--- src/rtl/alu_divider_if.sv ---
// Handshake and operand/result bundle for the sequential 8/4 divider.
// The slave side is the divider; the master side is the launching FSM.
interface alu_divider_if;
    logic       i_start;
    logic [7:0] i_dividend;
    logic [3:0] i_divisor;
    logic       o_busy;
    logic       o_done;
    logic [7:0] o_quotient;
    logic [3:0] o_remainder;
    logic       o_div_by_zero;

    modport master (
        output i_start, i_dividend, i_divisor,
        input  o_busy, o_done, o_quotient, o_remainder, o_div_by_zero
    );

    modport slave (
        input  i_start, i_dividend, i_divisor,
        output o_busy, o_done, o_quotient, o_remainder, o_div_by_zero
    );
endinterface

--- src/rtl/alu_divider.sv ---
// Sequential restoring divider: 8-bit dividend / 4-bit divisor, one quotient bit per clock.
// Zero divisor short-circuits to DONE with all-ones results and the div_by_zero flag.
module alu_divider (
    input  logic          clk,
    input  logic          rst,
    alu_divider_if.slave  bus
);

    typedef enum logic [1:0] {StIdle, StCalc, StDone} state_e;

    state_e     r_state,     w_state_next;
    logic [7:0] r_dividend,  w_dividend_next;
    logic [3:0] r_divisor,   w_divisor_next;
    logic [3:0] r_p,         w_p_next;
    logic [2:0] r_count,     w_count_next;
    logic [7:0] r_qshift,    w_qshift_next;
    logic [7:0] r_quotient,  w_quotient_next;
    logic [3:0] r_remainder, w_remainder_next;
    logic       r_dbz,       w_dbz_next;

    logic [4:0] w_t;
    logic       w_ge;
    logic [3:0] w_p_new;

    // p[4] only exists inside the trial value; after the restore step it always fits in 4 bits.
    assign w_t     = {r_p, r_dividend[7]};
    assign w_ge    = (w_t >= {1'b0, r_divisor});
    assign w_p_new = w_ge ? 4'(w_t - {1'b0, r_divisor}) : w_t[3:0];

    always_ff @(posedge clk or posedge rst) begin
        if (rst) begin
            r_state     <= StIdle;
            r_dividend  <= 8'h00;
            r_divisor   <= 4'h0;
            r_p         <= 4'h0;
            r_count     <= 3'd0;
            r_qshift    <= 8'h00;
            r_quotient  <= 8'h00;
            r_remainder <= 4'h0;
            r_dbz       <= 1'b0;
        end else begin
            r_state     <= w_state_next;
            r_dividend  <= w_dividend_next;
            r_divisor   <= w_divisor_next;
            r_p         <= w_p_next;
            r_count     <= w_count_next;
            r_qshift    <= w_qshift_next;
            r_quotient  <= w_quotient_next;
            r_remainder <= w_remainder_next;
            r_dbz       <= w_dbz_next;
        end
    end

    always_comb begin
        w_state_next     = r_state;
        w_dividend_next  = r_dividend;
        w_divisor_next   = r_divisor;
        w_p_next         = r_p;
        w_count_next     = r_count;
        w_qshift_next    = r_qshift;
        w_quotient_next  = r_quotient;
        w_remainder_next = r_remainder;
        w_dbz_next       = r_dbz;

        unique case (r_state)
            StIdle: begin
                if (bus.i_start) begin
                    w_dividend_next = bus.i_dividend;
                    w_divisor_next  = bus.i_divisor;
                    if (bus.i_divisor != 4'h0) begin
                        w_p_next      = 4'h0;
                        w_count_next  = 3'd7;
                        w_qshift_next = 8'h00;
                        w_dbz_next    = 1'b0;
                        w_state_next  = StCalc;
                    end else begin
                        w_quotient_next  = 8'hFF;
                        w_remainder_next = 4'hF;
                        w_dbz_next       = 1'b1;
                        w_state_next     = StDone;
                    end
                end
            end
            StCalc: begin
                w_dividend_next = {r_dividend[6:0], 1'b0};
                w_p_next        = w_p_new;
                w_qshift_next   = {r_qshift[6:0], w_ge};
                if (r_count == 3'd0) begin
                    w_quotient_next  = {r_qshift[6:0], w_ge};
                    w_remainder_next = w_p_new;
                    w_state_next     = StDone;
                end else begin
                    w_count_next = r_count - 3'd1;
                end
            end
            StDone: begin
                w_state_next = StIdle;
            end
            default: begin
                w_state_next = StIdle;
            end
        endcase
    end

    assign bus.o_busy        = (r_state == StCalc);
    assign bus.o_done        = (r_state == StDone);
    assign bus.o_quotient    = r_quotient;
    assign bus.o_remainder   = r_remainder;
    assign bus.o_div_by_zero = r_dbz;

endmodule

--- src/flat_wrapper.sv ---
// flat-port wrapper written by rule: the top's interface ports become plain ports
module alu_divider_flat 
  (clk, rst, bus_i_start, bus_i_dividend, bus_i_divisor, bus_o_busy, bus_o_done, bus_o_quotient, bus_o_remainder, bus_o_div_by_zero);
  alu_divider_if bus_i ();
  input  logic clk;
  input  logic rst;
  input wire logic [$bits(bus_i.i_start)-1:0] bus_i_start;
  input wire logic [$bits(bus_i.i_dividend)-1:0] bus_i_dividend;
  input wire logic [$bits(bus_i.i_divisor)-1:0] bus_i_divisor;
  output wire logic [$bits(bus_i.o_busy)-1:0] bus_o_busy;
  output wire logic [$bits(bus_i.o_done)-1:0] bus_o_done;
  output wire logic [$bits(bus_i.o_quotient)-1:0] bus_o_quotient;
  output wire logic [$bits(bus_i.o_remainder)-1:0] bus_o_remainder;
  output wire logic [$bits(bus_i.o_div_by_zero)-1:0] bus_o_div_by_zero;
  assign bus_i.i_start = bus_i_start;
  assign bus_i.i_dividend = bus_i_dividend;
  assign bus_i.i_divisor = bus_i_divisor;
  assign bus_o_busy = bus_i.o_busy;
  assign bus_o_done = bus_i.o_done;
  assign bus_o_quotient = bus_i.o_quotient;
  assign bus_o_remainder = bus_i.o_remainder;
  assign bus_o_div_by_zero = bus_i.o_div_by_zero;
  alu_divider u_core (.clk(clk), .rst(rst), .bus(bus_i));
endmodule
--- config.mk ---
export PLATFORM = sky130hd
export DESIGN_NAME = alu_divider_flat
export DESIGN_NICKNAME = d
export VERILOG_FILES = /design/src/rtl/alu_divider_if.sv /design/src/rtl/alu_divider.sv /design/src/flat_wrapper.sv
export SDC_FILE = /design/constraint.sdc
export NUM_CORES = 1
export LEC_CHECK = 0
export BUFFER_PORTS_ARGS = -buffer_cell sky130_fd_sc_hd__buf_2
export CORE_ASPECT_RATIO = 0.5
export CORE_MARGIN = 5
export CORE_UTILIZATION = 35
export DETAILED_ROUTE_END_ITERATION = 16
export GPL_ROUTABILITY_DRIVEN = 1
export PLACE_DENSITY = 0.52
export SLEW_MARGIN = 20
export SYNTH_ARGS = -nofsm -noshare
export SYNTH_HDL_FRONTEND = slang
export SYNTH_SLANG_ARGS = --single-unit
--- constraint.sdc ---
create_clock -name clk -period 2.2 [get_ports clk]
set_input_delay 0.33 -clock clk [delete_from_list [all_inputs] [get_ports clk]]
set_output_delay 0.33 -clock clk [all_outputs]
set_load 0.05 [all_outputs]
# [Word level (Yosys, flattened, before mapping)]
# Index checks and enable logic that the tools add are counted.
[classes] n_addsub=2 n_lt_le_gt_ge=1 eq_ne=7 muxes=26 n_reduce_logical=10
[ops] op="two-way mux 8 bit" count=4
[ops] op="one-hot mux 8 bit (2 select lines)" count=2
[ops] op="two-way mux 4 bit" count=6
[ops] op="one-hot mux 4 bit (2 select lines)" count=2
[ops] op="two-way mux 7 bit" count=2
[ops] op="one-hot mux 7 bit (2 select lines)" count=1
[ops] op="two-way mux 3 bit" count=3
[ops] op="AND reduction 4 bit" count=2
[ops] op="two-way mux 2 bit" count=3
[ops] op="inequality test 2 bit (second input constant)" count=3
[ops] op="one-hot mux 3 bit (2 select lines)" count=1
[ops] op="AND reduction 2 bit" count=3
[ops] op=">= comparator 5 x 4 -> 1 bit" count=1
[ops] op="inequality test 2 x 1 -> 1 bit (second input constant)" count=2
[ops] op="one-hot mux 2 bit (2 select lines)" count=1
[ops] op="nonzero test 4 bit" count=1
[ops] op="subtractor 4 bit" count=1
[ops] op="zero test 3 bit" count=1
[ops] op="AND reduction 3 bit" count=1
[ops] op="subtractor 3 x 1 -> 3 bit (second input constant)" count=1
[ops] op="== test 2 x 1 -> 1 bit (second input constant)" count=1
[ops] op="== test 2 bit (second input constant)" count=1
[ops] op="zero test 2 bit" count=1
[ops] op="nonzero test 2 bit" count=1
[ops] op="two-way mux 1 bit" count=1
[word_totals] ff_bits=41 inputBits=15 out_inout_bits=15 word_cells=55

# [Longest topological paths before layout]
# Gate-level depths: netlist of run 1.
[logic_depth] word_depth=4 mapped_depth=9 mapped_depth_nobuf=7

# [Least setup slack after synthesis of run 1]
# OpenSTA, ideal clock, no wires.
[synth_timing] kind="register -> output" start="register u_core.r_state[0]" end="output port bus_o_done" arrival_time_ns=1.390 required_ns=1.870 setup_slack_ns=0.480 stages_incl_launch_ff=4 n_path_buf=2 path_cell_list="dfrtp_1 buf_2 clkbuf_1 nor2b_1"
[synth_between] elab_chain_cells=1
[synth_lines] element="start: declaration" line_no="alu_divider.sv:11" text="state_e r_state, w_state_next;"
[synth_lines] element="start signal: assignment" line_no="alu_divider.sv:32" text="r_state <= StIdle;"
[synth_lines] element="start signal: assignment" line_no="alu_divider.sv:42" text="r_state <= w_state_next;"
[synth_lines] element="== test 2 bit" line_no="alu_divider.sv:106" text="assign bus.o_done = (r_state == StDone);"
[synth_lines] element="end: declaration" line_no="flat_wrapper.sv:11" text="output wire logic [$bits(bus_i.o_done)-1:0] bus_o_done;"
# Every way passes these cells.

# [Worst setup path in the final report of run 1]
[layout_timing] start="register u_core.r_p[2]" end="register u_core.r_remainder[0], in the netlist u_core.bus.o_remainder[0]"
[layout_between] elab_chain_cells=4
[layout_lines] element="start: declaration" line_no="alu_divider.sv:14" text="logic [3:0] r_p, w_p_next;"
[layout_lines] element="start signal: assignment" line_no="alu_divider.sv:45" text="r_p <= w_p_next;"
[layout_lines] element=">= comparator 5 x 4 -> 1 bit" line_no="alu_divider.sv:27" text="assign w_ge = (w_t >= {1'b0, r_divisor});"
[layout_lines] element="two-way mux 4 bit" line_no="alu_divider.sv:28" text="assign w_p_new = w_ge ? 4'(w_t - {1'b0, r_divisor}) : w_t[3:0];"
[layout_lines] element="two-way mux 4 bit" line_no="alu_divider.sv:88" text="if (r_count == 3'd0) begin"
[layout_lines] element="one-hot mux 4 bit (2 select lines)" line_no="alu_divider.sv:65" text="unique case (r_state)"
[layout_lines] element="end signal: assignment" line_no="alu_divider.sv:49" text="r_remainder <= w_remainder_next;"
[layout_lines] element="end: declaration" line_no="alu_divider.sv:18" text="logic [3:0] r_remainder, w_remainder_next;"
# Every way passes these cells. The select of a mux whose other input is x is not followed.
# A chain may end at the register's enable or synchronous reset.

==> impl_metrics.toml, run 1 <==
[sta]
maxSlewHeadroom_pct = 60.0
fin_worst_skew_ps = 6.71
layout_min_cycle_time_ps = 1900
finalCritPeriodShare_pct = 86.2
hold_violations = 0
worstMarginPinSlew_ps = 599
grt_setup_unrepaired = "no"
slew_violations = 0
fmax_mhz = 527
setup_viol = 0
setup-tns-final_ps = 0

[power]
cellLeakagePower_nw = 1.00
peakVddDrop_uv = 646
power_density_nw_per_um2 = 1620
power_mw = 3.55

[floorplan]
initial_core_util_pct = 37.3
die_w_um = 114
core-area_um2 = 5070
chipHeight_um = 62.0
num_rows = 18
design.die.area_um2 = 7060
io_pins = 30

[clock_tree]
cts_setup_buffers = 0
root_buffer = "clkbuf_8"
clk_pin_slew_worst_paths_ps = 80
cts_tree = "built"
clockBufferDepth = 2
cts_htree_levels = 2
numClockSinks = 41
numCtsBuffers = 5
clkLatencyLatePin_ps = 290
ctsHoldBuffers = 0
post_cts_resized = 0

[synthesis]
ys_seq_area_share_pct = 54.3
postSynthRegisterBits = 41
synthCells = 176
synthFlopType = "dfrtp_1"
yosysTopAreaCell = "dfrtp_1"
yosysTopAreaCellShare_pct = 54.3
ys_types = 36
ys_async_sr_fraction_pct = 100
synthesis.nets = 198
synth_edf_count = 0
syn_area_um2 = 1890
yosys_warnings = 0
syn_avg_cell_area_um2 = 10.7
yosys-top-cells-area = "dfrtp_1, o21ai_0, nand2_1"

[layout]
drive_gt1_share_pct = 23.6
layout.nets = 229
antenna_cells = 0
n_fill_cell = 503
seqCellArea_um2 = 1030
multi_input_area_um2 = 781
postLayoutCoreUtil_pct = 43.2
area_delta_synth_final_pct = 15.8

[global_route]
antenna_found_initial = 0
grt_max_degree = 42
grt_pass1_wl_mm = 6.88
first_global_vias = 1378
grt_overflow_total = 0
grt_use_total_pct = 12.7

[run]
maxCapViolations = 0

[placement]
io_buffers = 29
place_congestion = 0.759
dpl.hpwl_mm = 2.97

[worst_setup_path]
path_class = "reg -> reg"
crit_required_ps = 2420
crit_path_start_kind = "flip-flop"
critPathMaxFanout = 7
worst_ep_arrival_time_ps = 2120
end_kind = "flip-flop"

[detailed_routing]
wirelength_mm = 4.10
wl_per_cell_um = 14.8
drt_iter0_drc = 38
drc = 0
viasPerCell = 4.81
vias = 1338
ant_nets = 0
firstDrtPassIters = 4

[status]
status = "completed"

[worst_hold_path]
hp-class = "in -> async"
-- cells in the mapped netlist, types with 2 or more instances --
cell	count
o21ai_0	20
xor2_1	2
and2_1	2
and3b_1	7
a22o_1	8
nor2b_1	2
nor2_1	7
mux2i_1	2
buf_4	2
clkbuf_1	5
a21oi_1	12
ha_1	6
o22a_1	8
dfrtp_1	41
inv_1	9
nand2_1	22
nand2b_1	2
-- routing by layer --
layer  track usage (%)  routed length, um
met5                 0                  0
met4              4.57                 33
met3              4.16                226
met2              19.1               1640
met1              17.5               2200
-- worst paths after layout --
path                                 startpoint                         to  slack [ps]  cells after the start
min in group clk               bus_i_divisor[0]        u_core.r_divisor[0]         260                      3
min                                         rst          u_core.r_state[0]         160                      3
max                               u_core.r_p[2]  u_core.bus.o_remainder[0]         300                      5
max in group asynchronous                   rst       u_core.r_dividend[6]        1690                      3
min reg2reg                u_core.r_dividend[1]       u_core.r_dividend[1]         490                      2
max reg2reg                       u_core.r_p[2]  u_core.bus.o_remainder[0]         300                      5
-- registers in the layout (all words and copies together) (netlist names) --
signal	flops
u_core.bus.o_div_by_zero	1
u_core.bus.o_quotient	8
u_core.bus.o_remainder	4
u_core.r_count	3
u_core.r_dividend	8
u_core.r_divisor	4
u_core.r_p	4
u_core.r_qshift	7
u_core.r_state	2
-- worst max-delay path, stage by stage (launching register included) --
cell and delay (ps):
dfrtp_1 430, ha_1 360, o21ai_0 120, o21ai_2 360, mux2_2 410, a21oi_1 150
-- power breakdown --
| group | total (mW) | switching, mW | internal (mW) |
|---|---|---|---|
| registers | 1.26 | 0.194 | 1.07 |
| logic | 1.80 | 1.15 | 0.655 |
| clock network | 0.485 | 0.266 | 0.219 |
| total | 3.55 | 1.61 | 1.94 |
-- kinds of logic (layout without fill, tap and decap cells) --
logic type | after synthesis | after routing | synth area share, %
fa+ha+maj | 7 | 7 | 5.03
compound gates | 57 | 57 | 20.5
xor+xnor | 2 | 2 | 0.927
simple gates | 48 | 48 | 13.2
buf+inv | 18 | 50 | 4.43
flops | 41 | 41 | 54.3
mux | 3 | 3 | 1.65
-- layout by cell type, fill, tap and decap left out, drive strengths merged, types with 5 or more instances in the layout --
| cell | count |
|---|---|
| dfrtp | 41 |
| buf | 33 |
| nand2 | 23 |
| o21ai | 21 |
| a21oi | 13 |
| inv | 9 |
| a22o | 8 |
| o22a | 8 |
| nor2 | 7 |
| and3b | 7 |
| ha | 6 |
| clkbuf | 5 |
-- stage by stage --
| step | hold slack (ps) | setup slack, ps | instance area [um^2] | cells |
|---|---|---|---|---|
| 2_1_floorplan | 435 | 480 | 1890 | 176 |
| 3_3_place_gp | 465 | 345 | 2100 | 270 |
| 3_5_place_dp | 475 | 322 | 2100 | 270 |
| 4_1_cts | 172 | 306 | 2190 | 278 |
| 5_1_grt | 210 | 180 | 2190 | 278 |
| 6_report | 157 | 303 | 2190 | 278 |
-- cell type report --
cell class	count	share of cell area, %
flip-flops and latches	41	46.9
multi-input cells	117	35.7
repair buffers	33	8.00
well taps	70	4.00
clock buffers	5	3.14
inverters	9	1.54
clock inverters	3	0.800
Note: power is estimated with default switching activity, not from simulation.
==> inputs of run 2 (changes only) <==
ABC_AREA = 1   (was unset)
PLACE_DENSITY = 0.51   (was 0.52)
==> impl_metrics.toml, run 2 <==
[clock_tree]
cts_setup_buffers = 0
post_cts_resized = 0
clkLatencyLatePin_ps = 280
clockBufferDepth = 2
cts_htree_levels = 2
cts_tree = "built"
numClockSinks = 41
numCtsBuffers = 5
ctsHoldBuffers = 0
clk_pin_slew_worst_paths_ps = 60
root_buffer = "clkbuf_16"

[detailed_routing]
drt_iter0_drc = 64
wl_per_cell_um = 11.3
viasPerCell = 4.28
firstDrtPassIters = 4
drc = 0
ant_nets = 0
vias = 1521
wirelength_mm = 4.00

[global_route]
grt_overflow_total = 0
antenna_found_initial = 0
grt_pass1_wl_mm = 7.16
grt_use_total_pct = 12.0
grt_max_degree = 42
first_global_vias = 1534

[worst_setup_path]
r2r_start = "u_core.r_p[1]"
critPathMaxFanout = 16
path_class = "reg -> out"
crit_path_start = "u_core.r_state[1]"
crit_path_start_kind = "flip-flop"
crit_required_ps = 1870
worst_ep_arrival_time_ps = 1430
end_kind = "output port"

[sta]
setup_viol = 0
grt_setup_unrepaired = "no"
worstMarginPinSlew_ps = 525
fin_worst_skew_ps = 6.60
fmax_mhz = 568
hold_violations = 0
maxSlewHeadroom_pct = 65.0
layout_min_cycle_time_ps = 1760
finalCritPeriodShare_pct = 80.0
setup-tns-final_ps = 0
worst_slack_ps = 439
slew_violations = 0

[synthesis]
yosysTopAreaCellShare_pct = 50.9
synth_edf_count = 0
synthesis.nets = 270
yosysTopAreaCell = "dfrtp_1"
synth_most_common_cell = "nand2_1"
yosys_warnings = 0
ys_types = 25
syn_area_um2 = 2020
ys_async_sr_fraction_pct = 100
ys_seq_area_share_pct = 50.9
postSynthRegisterBits = 41
synthFlopType = "dfrtp_1"
synthTopCellsByCount = "nand2_1, dfrtp_1, inv_1"
synthCells = 248
yosys-top-cells-area = "dfrtp_1, nand2_1, inv_1"
syn_avg_cell_area_um2 = 8.13

[layout]
antenna_cells = 0
drive_gt1_share_pct = 19.5
layout.nets = 303
layout_commonest_cell = "nand2_1"
area_delta_synth_final_pct = 19.3
finalInstanceArea_um2 = 2400
layout_common_cells = "nand2_1, dfrtp_1, inv_1"

[floorplan]
chipHeight_um = 63.7
design.die.area_um2 = 7470
io_pins = 30
die_w_um = 117
num_rows = 19
initial_core_util_pct = 36.4
core-area_um2 = 5540

[status]
status = "completed"

[placement]
place_area_um2 = 2230
place_congestion = 0.759
io_buffers = 29
dp_slack_ps = 524
dpl.hpwl_mm = 2.89

[power]
cellLeakagePower_nw = 1.29
power_mw = 4.19
peakVddDrop_uv = 818
power_density_nw_per_um2 = 1740

[worst_hold_path]
hp-class = "in -> async"

[run]
maxCapViolations = 0
==> run 2: final timing paths <==
check / end / cells past startpoint / slack (ps)
max reg2reg: u_core.bus.o_remainder[0] / 9 / 510
max: bus_o_busy / 4 / 440
max in group asynchronous: u_core.r_dividend[7] / 3 / 1670
min: u_core.r_state[1] / 3 / 170
min reg2reg: u_core.r_qshift[6] / 2 / 480
min in group clk: u_core.r_dividend[0] / 3 / 260
==> run 2: layout make-up <==
type / count / area, um^2
fill: 589 / 3130
sequential: 41 / 1030
timing repair buffer: 31 / 160
inverter: 39 / 154
clock buffer: 5 / 125
clock inverter: 3 / 46.3
tap: 73 / 91.3
multi-input combinational: 163 / 802
==> run 2: critical path, cell delays in order (launching register included) <==
cell     delay (ps)
dfrtp_1         400
inv_1           110
nand2_4         130
inv_4           200
buf_2           300
==> run 2: report_power, final <==
part	switching (mW)	leakage, nW	total [mW]	internal [mW]
Combinational	1.45	0.724	2.07	0.614
Sequential	0.183	0.487	1.28	1.10
Clock	0.303	0.0800	0.839	0.537
Total	1.94	1.29	4.19	2.25
==> run 2: through the flow <==
| stage | std cells | utilization (%) | hold slack (ps) |
|---|---|---|---|
| finish | 355 | 43.4 | 170 |
| global route | 355 | 43.4 | 239 |
| CTS | 355 | 43.4 | 192 |
| detailed placement | 347 | 40.3 | 461 |
| global placement | 347 | 40.3 | 456 |
| floorplan | 248 | - | 443 |
==> run 2: cell families (layout without fill, tap and decap cells) <==
kind of cell               count (synthesis)  in the layout  share of synthesized area [%]
and+or+nand+nor                          130            130                           27.9
DFF                                       41             41                           50.9
AOI/OAI and AO/OA                         25             25                           6.70
xor gates and xnor gates                   1              1                          0.435
adders and majority gates                  7              7                           4.72
buffers and inverters                     44             78                           9.31
==> run 2: metal layers <==
| layer | vias to the layer above | GRT usage, % | routed length [um] | part of all wire, % |
|---|---|---|---|---|
| met3 | 7 | 4.74 | 193 | 4.8 |
| li1 | 818 | - | - | - |
| met4 | 0 | 3.47 | 46 | 1.2 |
| met5 | - | 0 | 0 | 0 |
| met1 | 674 | 16.0 | 2150 | 54 |
| met2 | 22 | 17.8 | 1600 | 40 |
